### src/rtl/idli_trace_buf_m.sv
// Retire-trace buffer: diffs each retired register state against a shadow copy
// and queues a compact record in a FIFO drained over a valid/ready port.
module idli_trace_buf_m #(
    parameter int NUM_GREGS = 8,
    parameter int GREG_W    = 16,
    parameter int NUM_PREGS = 4,
    parameter int DEPTH     = 8,
    parameter int SEQ_W     = 16
) (
    input  logic                          i_trc_gck,
    input  logic                          i_trc_rst,
    input  logic                          i_trc_en,
    input  logic                          i_trc_done,
    input  logic [NUM_GREGS*GREG_W-1:0]   i_trc_gregs,
    input  logic [NUM_PREGS-1:0]          i_trc_pregs,
    output logic                          o_trc_vld,
    input  logic                          i_trc_rdy,
    output logic [SEQ_W-1:0]              o_trc_seq,
    output logic [NUM_GREGS-1:0]          o_trc_mask,
    output logic [GREG_W-1:0]             o_trc_data,
    output logic [NUM_PREGS-1:0]          o_trc_pregs,
    output logic                          o_trc_ovf,
    output logic [SEQ_W-1:0]              o_trc_drop,
    output logic [$clog2(DEPTH):0]        o_trc_level
);

    localparam int AW    = $clog2(DEPTH);
    localparam int PW    = AW + 1;
    localparam int REC_W = SEQ_W + NUM_GREGS + GREG_W + NUM_PREGS;

    logic [NUM_GREGS*GREG_W-1:0] shadow_q, shadow_d;
    logic [SEQ_W-1:0]            seq_q, seq_d;
    logic [SEQ_W-1:0]            drop_q, drop_d;
    logic                        ovf_q, ovf_d;
    logic [PW-1:0]               wr_ptr_q, wr_ptr_d;
    logic [PW-1:0]               rd_ptr_q, rd_ptr_d;
    logic [REC_W-1:0]            mem_q [DEPTH];
    logic [REC_W-1:0]            mem_d [DEPTH];

    logic [NUM_GREGS-1:0]        rec_mask;
    logic [GREG_W-1:0]           rec_data;
    logic [REC_W-1:0]            head;
    logic                        empty, full;
    logic                        push_req, pop, push_ok, drop_now;

    // Descending scan so the lowest changed register is the last to win.
    always_comb begin
        rec_mask = '0;
        rec_data = '0;
        for (int i = NUM_GREGS - 1; i >= 0; i--) begin
            if (i_trc_gregs[i*GREG_W +: GREG_W] != shadow_q[i*GREG_W +: GREG_W]) begin
                rec_mask[i] = 1'b1;
                rec_data    = i_trc_gregs[i*GREG_W +: GREG_W];
            end
        end
    end

    // Handshake: a record transfers on any edge where o_trc_vld && i_trc_rdy;
    // o_trc_vld comes only from flops, and the head slot cannot change while
    // it is offered and not accepted.
    assign empty    = (wr_ptr_q == rd_ptr_q);
    assign full     = (wr_ptr_q[AW-1:0] == rd_ptr_q[AW-1:0]) && (wr_ptr_q[AW] != rd_ptr_q[AW]);
    assign push_req = i_trc_done && i_trc_en;
    assign pop      = !empty && i_trc_rdy;
    assign push_ok  = push_req && (!full || pop);
    assign drop_now = push_req && full && !pop;

    always_comb begin
        shadow_d = shadow_q;
        seq_d    = seq_q;
        if (i_trc_done) begin
            shadow_d = i_trc_gregs;
            seq_d    = seq_q + SEQ_W'(1);
        end

        wr_ptr_d = wr_ptr_q + PW'(push_ok);
        rd_ptr_d = rd_ptr_q + PW'(pop);

        ovf_d  = ovf_q || drop_now;
        drop_d = drop_q;
        if (drop_now && (drop_q != '1)) begin
            drop_d = drop_q + SEQ_W'(1);
        end

        mem_d = mem_q;
        if (push_ok) begin
            mem_d[wr_ptr_q[AW-1:0]] = {seq_q, rec_mask, rec_data, i_trc_pregs};
        end
    end

    always_ff @(posedge i_trc_gck) begin
        if (i_trc_rst) begin
            shadow_q <= '0;
            seq_q    <= '0;
            drop_q   <= '0;
            ovf_q    <= 1'b0;
            wr_ptr_q <= '0;
            rd_ptr_q <= '0;
        end else begin
            shadow_q <= shadow_d;
            seq_q    <= seq_d;
            drop_q   <= drop_d;
            ovf_q    <= ovf_d;
            wr_ptr_q <= wr_ptr_d;
            rd_ptr_q <= rd_ptr_d;
        end
    end

    // Storage needs no reset: slots are only visible once the pointers cover them.
    always_ff @(posedge i_trc_gck) begin
        mem_q <= mem_d;
    end

    assign head = mem_q[rd_ptr_q[AW-1:0]];
    assign {o_trc_seq, o_trc_mask, o_trc_data, o_trc_pregs} = head;
    assign o_trc_vld   = !empty;
    assign o_trc_level = wr_ptr_q - rd_ptr_q;
    assign o_trc_ovf   = ovf_q;
    assign o_trc_drop  = drop_q;

endmodule

### config.mk
export PLATFORM = sky130hd
export DESIGN_NAME = idli_trace_buf_m
export DESIGN_NICKNAME = d
export VERILOG_FILES = /design/src/rtl/idli_trace_buf_m.sv
export SDC_FILE = /design/constraint.sdc
export NUM_CORES = 1
export LEC_CHECK = 0
export CAP_MARGIN = 5
export CORE_ASPECT_RATIO = 1.4
export CORE_UTILIZATION = 40
export DETAILED_ROUTE_END_ITERATION = 8
export DONT_BUFFER_PORTS = 1
export GPL_TIMING_DRIVEN = 0
export PLACE_DENSITY = 0.63
export SYNTH_ARGS = -nofsm -noshare
export SYNTH_HDL_FRONTEND = slang
export SYNTH_SLANG_ARGS = --single-unit
### constraint.sdc
create_clock -name i_trc_gck -period 5.55 [get_ports i_trc_gck]
set_input_delay 0.8325 -clock i_trc_gck [delete_from_list [all_inputs] [get_ports i_trc_gck]]
set_output_delay 0.8325 -clock i_trc_gck [all_outputs]
set_load 0.01 [all_outputs]
After elaboration in Yosys (flattened, before gate mapping)
Cells that the tools add are included.
W data, S select, Z words.
- output and inout bits: 66
- bits in registers: 521
- word-level logic and storage cells: 71
- input bits: 137
- bitwise logic cells: 2
- order comparisons: 3
- add/subtract/negate cells: 5
- reductions and logical operators: 13
- equal/unequal tests: 12
- muxes and demuxes: 22
- operators with widths (cell ; number):
    $bwmux W352 ; 1
    $bmux W44 S3 ; 1
    $demux W44 S3 ; 1
    $mux W44 ; 3
    $mux W16 ; 8
    $ne A16 B16 Y1 ; 8
    $add A16 B1 Y16 const B ; 2
    $ne A16 B16 Y1 const B ; 1
    $add A4 B1 Y4 ; 2
    $ge A4 B4 Y1 const B ; 2
    $logic_and A1 B1 Y1 ; 8
    $mux W1 ; 8
    $not A3 Y4 ; 2
    $eq A4 B4 Y1 ; 1
    $lt A4 B1 Y1 const B ; 1
    $sub A4 B4 Y4 ; 1
    $eq A3 B3 Y1 ; 1
    $logic_not A1 Y1 ; 3
    $logic_or A1 B1 Y1 ; 2
    $ne A1 B1 Y1 ; 1

Depth between registers and ports, before layout
- word-level depth: 10
- mapped depth: 11
- gate-level depth less buffers: 9

Worst setup path before layout
OpenSTA, ideal clock, no wires.
- path kind: register to register
- start point: register rd_ptr_q[1]
- end point: register mem_q[264] in the netlist's numbering, enable pin
- path buffers: 2
- data arrival time: 4.790 ns
- period minus slack after synthesis: 5.290 ns
- slack: 0.260 ns
- cell stages (with the launch flop): 10
- required time: 5.050 ns
- cell sequence: dfxtp_1 -> clkbuf_1 -> clkbuf_1 -> inv_1 -> ha_1 -> nand3_1 -> nor3_1 -> nor2_1 -> nand2_1 -> nor3_1
- longest elaborated chain between the ends: 5
- elaborated cells between the ends (all ways): 8
- classes of those cells: eq/ne (2); reduce/logical (6)
- RTL lines (element ; line ; source):
    start, declared ; 36 ; logic [PW-1:0] rd_ptr_q, rd_ptr_d;
    start signal, assigned ; 105 ; rd_ptr_q <= rd_ptr_d;
    $eq A4 B4 Y1 or $eq A3 B3 Y1 (tied branches) ; 61, 62 ;
    $logic_not A1 Y1 or $logic_and A1 B1 Y1 (tied branches) ; 64, 62 ;
    $logic_and A1 B1 Y1 or $logic_not A1 Y1 (tied branches) ; 64, 65 ;
    $logic_or A1 B1 Y1 (*) ; 65 ; assign push_ok = push_req && (!full || pop);
    $logic_and A1 B1 Y1 (*) ; 65 ;
    end signal, assigned ; 111 ; mem_q <= mem_d;
    end, declared ; 37 ; logic [REC_W-1:0] mem_q [DEPTH];
Mark *: on every way between the ends. The rest lies on a longest branch, timed or not.
A chain may end at the register's enable or synchronous reset.

Worst setup path in the final report
- start point: register rd_ptr_q[1]
- end point: register mem_q[277] in the netlist's numbering, enable pin
Same word-level chain as after synthesis.

==> metrics.md <==
| Metric | Value |
|---|---|
| Post-route setup slack | 1243 ps |
| Top cells by area in the synthesized netlist | edfxtp_1 (48%), dfxtp_1 (15%), mux4_2 (8.9%), mux2i_1 (5.9%), xor2_1 (3.4%) |
| Slew headroom | 0.2876 |
| Row count | 101 |
| Maxcap violations | 0 |
| Peak VDD IR | 0.0002735 V |
| DP HPWL | 42880 µm |
| Tmin final | 4307 ps |
| Met1 WL | 21760 µm |
| Min-delay worst type | in2reg |
| Fin area | 24940 µm² |
| Cells after DPL | 2344 |
| Most frequent cell after synthesis | edfxtp_1 |
| CTS root buf | clkbuf_16 |
| Initial antenna violation count | 0 |
| Netlist cell types | 45 |
| Power Total | 8.201 mW |
| Final net count | 1819 |
| Avg Inst Size Synth | 13.82 µm² |
| Die W | 200.9 µm |
| DRT iter0 DRCs | 965 |
| Pre-CTS setup slack | 1115 ps |
| CP Class | reg2reg |
| Initial Utilization | 0.4067 |
| I/O pin cnt | 203 |
| Die H | 280.5 µm |
| Core Area | 54470 µm² |
| ANT cells | 0 |
| Worst skew pair latency | 570 ps |
| Post-synthesis mux area share | 0.1482 |
| Gpl congestion | 0.9721 |
| Grt ovf | 0 |
| Main combinational cell family by area after synthesis | multiplexers |
| Die area | 56340 µm² |
| Clock Sinks | 521 |
| Worst setup startpoint | rd_ptr_q[1] |
| RSZ-0062 raised after global routing | false |
| Vias in the first global route | 13.57k |
| Crit path DAT | 4580 ps |
| Cells after Synth | 1603 |
| Number of clock buffers inserted by TritonCTS | 47 |
| Post-CTS Setup Bufs | 0 |
| Pin count of the biggest net entering global routing | 26 |
| Mapped Area | 22150 µm² |
| Slew Viols, Final | 0 |
| Crit. End Element | register |
| Port Buffers | 0 |
| Hold-fix buffers, CTS | 0 |
| DR vias/cell | 5.440 |
| Core Util, Final | 0.4579 |
| Post-Syn Nets | 1750 |
| Yosys reg bits | 521 |
| Post-Synth XOR/XNOR Area | 0.06286 |
| Slowest stage delay, CP | 660 ps |
| Fmax | 232.2 MHz |
| Finished Layout Cells | 2430 |
| Worst-path cell chain | clkbuf_1, clkbuf_1, inv_1, ha_1, nand3_1, nor3_1, nor2_1, nand2_1, nor3_2, buf_6, buf_6, buf_4 |
| First-pass GRT wire length | 85220 µm |
| Endpoints failing setup | 0 |
| Crit path max-delay family | buffers and inverters |
| Fillers | 4810 |
| H-tree levels | 2 |
| Startpoint types | register |
| Synth Warn # | 0 |
| Min-delay src | i_trc_pregs[0] |
| CTS tree | built |
| Total iterations of the first detailed-routing run | 7 |
| Seq/Total Area, Yosys | 0.6298 |
| Fin Clk Skew | 22.97 ps |
| Power per standard cell area | 328.8 nW/µm² |
| Primary FF master, synth | edfxtp_1 |
| Slew @ Worst Pin | 1064 ps |
| Via count | 13.22k |
| WL per Instance | 23.63 µm |
| Met3 wire len | 3818 µm |
| Fraction of the mapped netlist area in compound gates | 0.03925 |
| Slowest cell on the critical path | clkbuf_1 |
| Synth top cells by count | edfxtp_1 (352), nor2_1 (181), dfxtp_1 (169) |
| Fin. Hold Viols | 0 |
| Final cycle utilization of the critical path | 0.7760 |
| Outcome | finished, final reports clean |
| Uppermost layer routed | met4 |
| Ys async rst share | 0 |
| Total global routing track utilization | 0.2028 |
| Post-CTS Resized | 0 |
| Adder-cell share of the synthesized area | 0.005987 |
| Synth Area in Simple Gates | 0.09409 |
| Dpl cell area | 23470 µm² |
| Met2 wire len | 29440 µm |
| Post-Route WL | 57420 µm |
| Proportion of netlist area held by the largest area contributor | 0.4771 |
| Clk buf depth | 3 |
| LEAKAGE | 8.775 nW |
| Area delta synth->final | 12.57% |
| Clk slew on worst S/H paths | 60 ps |
| WP data required | 5820 ps |
| EDFF count, synth | 352 |
| WP buf/inv | 6 |
| Share of cells above drive strength 1 | 0.1352 |
| Remaining DRCs | 0 |
| Synth area leader | edfxtp_1 |
| Critical path peak fanout | 10 |
| Antenna-violating nets left | 0 |
| RR Startpoint | rd_ptr_q[1] |
==> final cells by class <==
type / count / area (µm²) / area share
timing repair buffer: 20 / 357.8 / 0.01435
inverter: 19 / 71.32 / 0.002860
sequential: 521 / 13950 / 0.5595
multi-input combinational: 979 / 7818 / 0.3135
clock buffer: 62 / 1232 / 0.04942
buffer: 84 / 366.6 / 0.01470
tap: 721 / 902.1 / 0.03617
clock inverter: 24 / 237.7 / 0.009532
==> layer usage <==
layer / vias to the layer above / GRT usage
li1: 6082 / -
met2: 352 / 0.3629
met1: 6671 / 0.2283
met4: 0 / 0.08691
met3: 113 / 0.05041
met5: - / 0
==> worst reg2reg max path: stages (launching register included) <==
cell,delay (ps)
dfxtp_1,390
clkbuf_1,490
clkbuf_1,670
inv_1,110
ha_1,340
nand3_1,140
nor3_1,60
nor2_1,220
nand2_1,260
nor3_2,610
buf_6,270
buf_6,200
buf_4,240
==> where the power goes <==
| part | switching, mW | internal (mW) |
|---|---|---|
| Sequential | 0.0499 | 4.21 |
| Clock | 1.42 | 1.76 |
| Combinational | 0.431 | 0.340 |
==> per-stage QoR <==
| step | hold slack, ps | TNS, ps |
|---|---|---|
| 2_1_floorplan | 480.7 | 0 |
| 5_1_grt | 330.6 | 0 |
| 4_1_cts | 330.5 | 0 |
| 3_3_place_gp | 492.5 | -644260 |
| 6_report | 352.2 | 0 |
| 3_5_place_dp | 503.2 | 0 |
==> placed cells by master (no fill, tap or decap), types with 17 or more instances in the layout <==
| master | instances |
|---|---|
| a21oi_1 | 23 |
| dfxtp_1 | 169 |
| nand2_1 | 163 |
| nor2_1 | 175 |
| clkbuf_16 | 47 |
| o22ai_1 | 32 |
| buf_2 | 25 |
| mux4_2 | 88 |
| xnor2_1 | 74 |
| nor4_1 | 17 |
| mux2i_1 | 130 |
| edfxtp_1 | 352 |
| xor2_1 | 85 |
| nand4_1 | 26 |
| clkbuf_1 | 63 |
| nand3_1 | 33 |
==> final timing paths <==
path	to	slack, ps	cells past startpoint
max	mem_q[277]	1240	12
min	mem_q[176]	350	0
min reg2reg	shadow_q[94]	510	2
max reg2reg	mem_q[277]	1240	12
==> flip-flops by register name (all words and copies together), names as in the netlist <==
name        count
seq_q          16
shadow_q      128
o_trc_ovf       1
rd_ptr_q        4
o_trc_drop     16
mem_q         352
wr_ptr_q        4
==> cell families after synthesis <==
group | after synthesis
xor+xnor | 159
mux | 218
compound gates | 127
buf+inv | 103
fa+ha+maj | 10
simple gates | 465
flops | 521
Note: power is estimated with default switching activity, not from simulation.
==> RTL change 1: new RTL, same flow settings <==
The parameter `GREG_W` goes from 16 to 20.
--- a/src/rtl/idli_trace_buf_m.sv
+++ b/src/rtl/idli_trace_buf_m.sv
@@ -2,7 +2,7 @@
 // and queues a compact record in a FIFO drained over a valid/ready port.
 module idli_trace_buf_m #(
     parameter int NUM_GREGS = 8,
-    parameter int GREG_W    = 16,
+    parameter int GREG_W    = 20,
     parameter int NUM_PREGS = 4,
     parameter int DEPTH     = 8,
     parameter int SEQ_W     = 16
Interface: changed (resized i_trc_gregs and o_trc_data); port bits go from 203 to 239. The function was not compared with the original's and may differ.
==> RTL change 1 against the unedited design <==
Clock skew is 0.012 ns higher; via count is 17% higher; wire length is 23% higher; global-route usage is 1.9 points higher; count of clock-buffer cells in the layout is 3 higher; power is 16% higher; synthesized area is 14% higher; setup slack worse by 0.41 ns; clock power is 22% higher; final area is 15% higher; critical path depth is 1 higher; combinational power is 16% higher; final cell count is 18% higher; sequential cell count is 64 higher; largest cell class unchanged.
==> RTL change 1: results (changes against the unedited design) <==
stage,metric,value,unit,change
clock_network,cts bufs inserted,54,,+15%
finish,nets,2172,,+19%
finish,top flop regs,"mem_q: 384 flops, shadow_q: 160 flops",,
global_routing,first-pass GRT wire length,104000,microns,+22%
drt,initial DRC count,891,,-7.7%
global_routing,vias in the first global route,16000,,+18%
setup_path,Crit path largest cell delay,0.63,ns,-0.03 ns
timing,Least-Margin Pin Slew,1.18,ns,+0.118 ns
clock_network,worst skew pair latency,0.64,ns,+0.07 ns
yosys,post-synthesis sequential area ratio,0.617,,-0.0125
drt,1st-pass router iterations,5,,-2
placement,Cells after DPL,2762,,+18%
power_and_ir_drop,Leak Pwr,10.1,nW,+15%
drt,total routed wirelength,70800,microns,+23%
status,status,"finished, final reports clean",,
yosys,top cells by instance count after synthesis,"384 x edfxtp_1, 246 x nor2_1, 205 x nand2_1",,
placement,pre-CTS WS,0.769,ns,-0.345 ns
placement,RePlAce Congestion,1.05,,+7.6%
timing,clk_skew,0.0354,ns,+0.0124 ns
placement,Final HPWL DP,52400,microns,+22%
finish,layout cells sized above 1,0.115,,-0.0202
drt,total vias in the final route,15400,,+17%
yosys,number of flops mapped to enable cells by yosys,384,,+9.1%
finish,fillers,5583,,+16%
setup_path,worst-path fanout max,13,,+3
yosys,Synth Net Count,2096,,+20%
setup_path,Slowest cell on crit path,buf_1,,
yosys,synth unique cells,41,,-8.9%
power_and_ir_drop,Worst VDD drop,0.261,mV,-4.4%
yosys,Post-Syn Instances,1917,,+20%
==> RTL change 1: path summary, 6_finish.rpt <==
path              endpoint  slack (ns)      startpoint  cells after the start
max reg2reg     mem_q[339]        0.83     rd_ptr_q[1]                     13
min              mem_q[96]        0.32  i_trc_pregs[0]                      0
min reg2reg  shadow_q[145]        0.51   shadow_q[145]                      2
max             mem_q[339]        0.83     rd_ptr_q[1]                     13
==> RTL change 1: cells by family (layout without fill, tap and decap cells) <==
group	Yosys count	after routing	synth area share
xor gates and xnor gates	192	192	0.0667
adders and majority gates	10	10	0.00526
buffers and inverters	125	244	0.0197
muxes	259	259	0.151
DFF	585	585	0.617
and+or+nand+nor	655	655	0.115
other	0	1	0
AOI/OAI and AO/OA	91	91	0.0254
==> RTL change 1: report_power, final <==
part           internal, W  switching (W)
clock              0.00218        0.00169
sequential         0.00472      0.0000610
combinational     0.000395       0.000501
total              0.00729        0.00225
==> RTL change 1: metal layers <==
| metal | wire, microns | vias up | global-route usage |
|---|---|---|---|
| met2 | 35600 | 439 | 0.392 |
| met4 | 3130 | 0 | 0.0971 |
| li1 | - | 7144 | - |
| met1 | 26300 | 7702 | 0.243 |
| met3 | 5730 | 123 | 0.0731 |
| met5 | 0 | - | 0 |
==> RTL change 1: area by class of cell <==
cell class | count | share of cell area
buffer | 109 | 0.0153
clock buffer | 65 | 0.0498
timing repair buffer | 20 | 0.0159
multi-input combinational | 1207 | 0.322
inverter | 16 | 0.00210
tap | 825 | 0.0361
clock inverter | 34 | 0.0146
sequential | 585 | 0.544
antenna | 1 | 0.0000875
==> RTL change 1: critical path, delay by kind of cell, from the launching register on <==
kind	cells	cell delay (ns)
DFF	1	0.45
adders and majority gates	1	0.35
and+or+nand+nor	5	1.29
buffers and inverters	7	2.27
==> RTL change 1: per-stage QoR <==
stage               total power (W)  setup TNS (ns)  area [sq um]
global placement            0.00576         -806.32         26200
floorplan                   0.00553               0         25200
global route                0.00984               0         28600
finish                      0.00954               0         28600
CTS                         0.00963               0         28600
detailed placement          0.00579               0         26800
==> RTL change 2: new RTL, same flow settings <==
Made on the original files. Register the output `o_trc_level`, cleared by the reset; this adds one clock of latency there. The other outputs are not delayed to match.
--- a/src/rtl/idli_trace_buf_m.sv
+++ b/src/rtl/idli_trace_buf_m.sv
@@ -114,7 +114,13 @@
     assign head = mem_q[rd_ptr_q[AW-1:0]];
     assign {o_trc_seq, o_trc_mask, o_trc_data, o_trc_pregs} = head;
     assign o_trc_vld   = !empty;
-    assign o_trc_level = wr_ptr_q - rd_ptr_q;
+    always_ff @(posedge i_trc_gck) begin
+        if (i_trc_rst) begin
+            o_trc_level <= '0;
+        end else begin
+            o_trc_level <= wr_ptr_q - rd_ptr_q;
+        end
+    end
     assign o_trc_ovf   = ovf_q;
     assign o_trc_drop  = drop_q;
 
Check against the original RTL: not equivalent (a bounded check fails within 4 cycles, from zero or initial values and one cycle with i_trc_rst high).
==> RTL change 2 against the unedited design <==
Combinational power is essentially flat; sequential cell count grew 4; final area grew 0.58%; setup slack lost 0.25 ns; sequential share of layout area is essentially flat; largest power group unchanged; synthesized area grew 0.30%; final cell count grew 0.33%; via count grew 0.69%; wire length grew 1.4%; first-iteration DRC count shrank 6.0%; largest cell class unchanged; die area grew 0.30%; power grew 3.8%.
==> RTL change 2: results (changes against the unedited design) <==
stage,metric,value,unit,change
drt,1st-pass router iterations,5,,-2
clock_network,cts bufs inserted,49,,+4.3%
global_routing,first-pass GRT wire length,86700,microns,+1.8%
yosys,post-synthesis sequential area ratio,0.632,,+0.00172
setup_path,r2r setup slk,0.99,ns,-0.25 ns
drt,initial DRC count,907,,-6.0%
power_and_ir_drop,Switch Pwr,0.00195,W,+2.8%
yosys,syn_area_per_cell,13.8,sq um,about the same
power_and_ir_drop,Leak Pwr,8.82,nW,+0.51%
placement,Final HPWL DP,42800,microns,-0.24%
yosys,Area contributors post-synth,"edfxtp_1 48%, dfxtp_1 16%, mux4_2 8.9%, mux2i_1 5.9%, xor2_1 3.5%",,
placement,Cells after DPL,2347,,+0.13%
setup_path,worst path arrival time,4.83,ns,+0.25 ns
setup_path,Crit path largest cell delay,0.68,ns,+0.02 ns
drt,total vias in the final route,13300,,+0.69%
global_routing,gr usage total,0.206,,+0.00343
timing,clk_skew,0.0278,ns,+0.00483 ns
finish,layout cells sized above 1,0.140,,+0.00469
timing,fin crit share,0.821,,+0.0449
timing,Least-Margin Pin Slew,1.02,ns,-0.0478 ns
finish,Finished Layout Cells,2438,,+0.33%
power_and_ir_drop,Worst VDD drop,0.298,mV,+9.0%
status,status,"finished, final reports clean",,
clock_network,clock tree buffer depth,3,,unchanged
yosys,synth unique cells,43,,-4.4%
placement,DP Area,0.0234,sq mm,-0.15%
placement,pre-CTS WS,0.939,ns,-0.176 ns
timing,hold_ws,0.352,ns,-0.000597 ns
power_and_ir_drop,sw frac,0.229,,-0.00221
power_and_ir_drop,P_comb,0.000770,W,about the same
## RTL change 2: changes by cell type after synthesis, moves of 4 or more
cell	unedited run	this run
buf_1	7	15
buf_2	25	21
dfxtp_1	169	173
nor2_1	181	188
nor4_1	17	13
nor4_2	0	4
xor2_1	85	89
## RTL change 2: final timing paths
path	from	endpoint	cells after the start
setup / recovery	rd_ptr_q[1]	mem_q[279]	14
hold / removal	i_trc_pregs[0]	mem_q[220]	0
setup reg to reg	rd_ptr_q[1]	mem_q[279]	14
hold reg to reg	shadow_q[73]	shadow_q[73]	2
## RTL change 2: kinds of logic (layout without fill, tap and decap cells)
logic type / Yosys count / count (layout) / synth area share
other: 0 / 1 / 0
muxes: 218 / 218 / 0.148
DFF: 525 / 525 / 0.632
buffers and inverters: 103 / 211 / 0.0191
xor gates and xnor gates: 161 / 161 / 0.0635
AOI/OAI and AO/OA: 119 / 119 / 0.0364
and+or+nand+nor: 472 / 472 / 0.0958
adders and majority gates: 10 / 10 / 0.00597
## RTL change 2: cell type report
| class | count | area (sq um) |
|---|---|---|
| multi-input combinational | 980 | 7820 |
| buffer | 86 | 360 |
| sequential | 525 | 14000 |
| inverter | 17 | 63.8 |
| timing repair buffer | 18 | 255 |
| tap | 721 | 902 |
| clock buffer | 58 | 1310 |
| antenna | 1 | 2.50 |
| clock inverter | 32 | 337 |
| fill | 4863 | 29500 |
## RTL change 2: layer usage
| metal | wire, microns | track usage | vias up | share of wire |
|---|---|---|---|---|
| met5 | 0 | 0 | - | 0 |
| met4 | 2630 | 0.0911 | 0 | 0.045 |
| met3 | 4500 | 0.0604 | 129 | 0.077 |
| met2 | 29600 | 0.365 | 400 | 0.51 |
| met1 | 21500 | 0.229 | 6687 | 0.37 |
| li1 | - | - | 6093 | - |
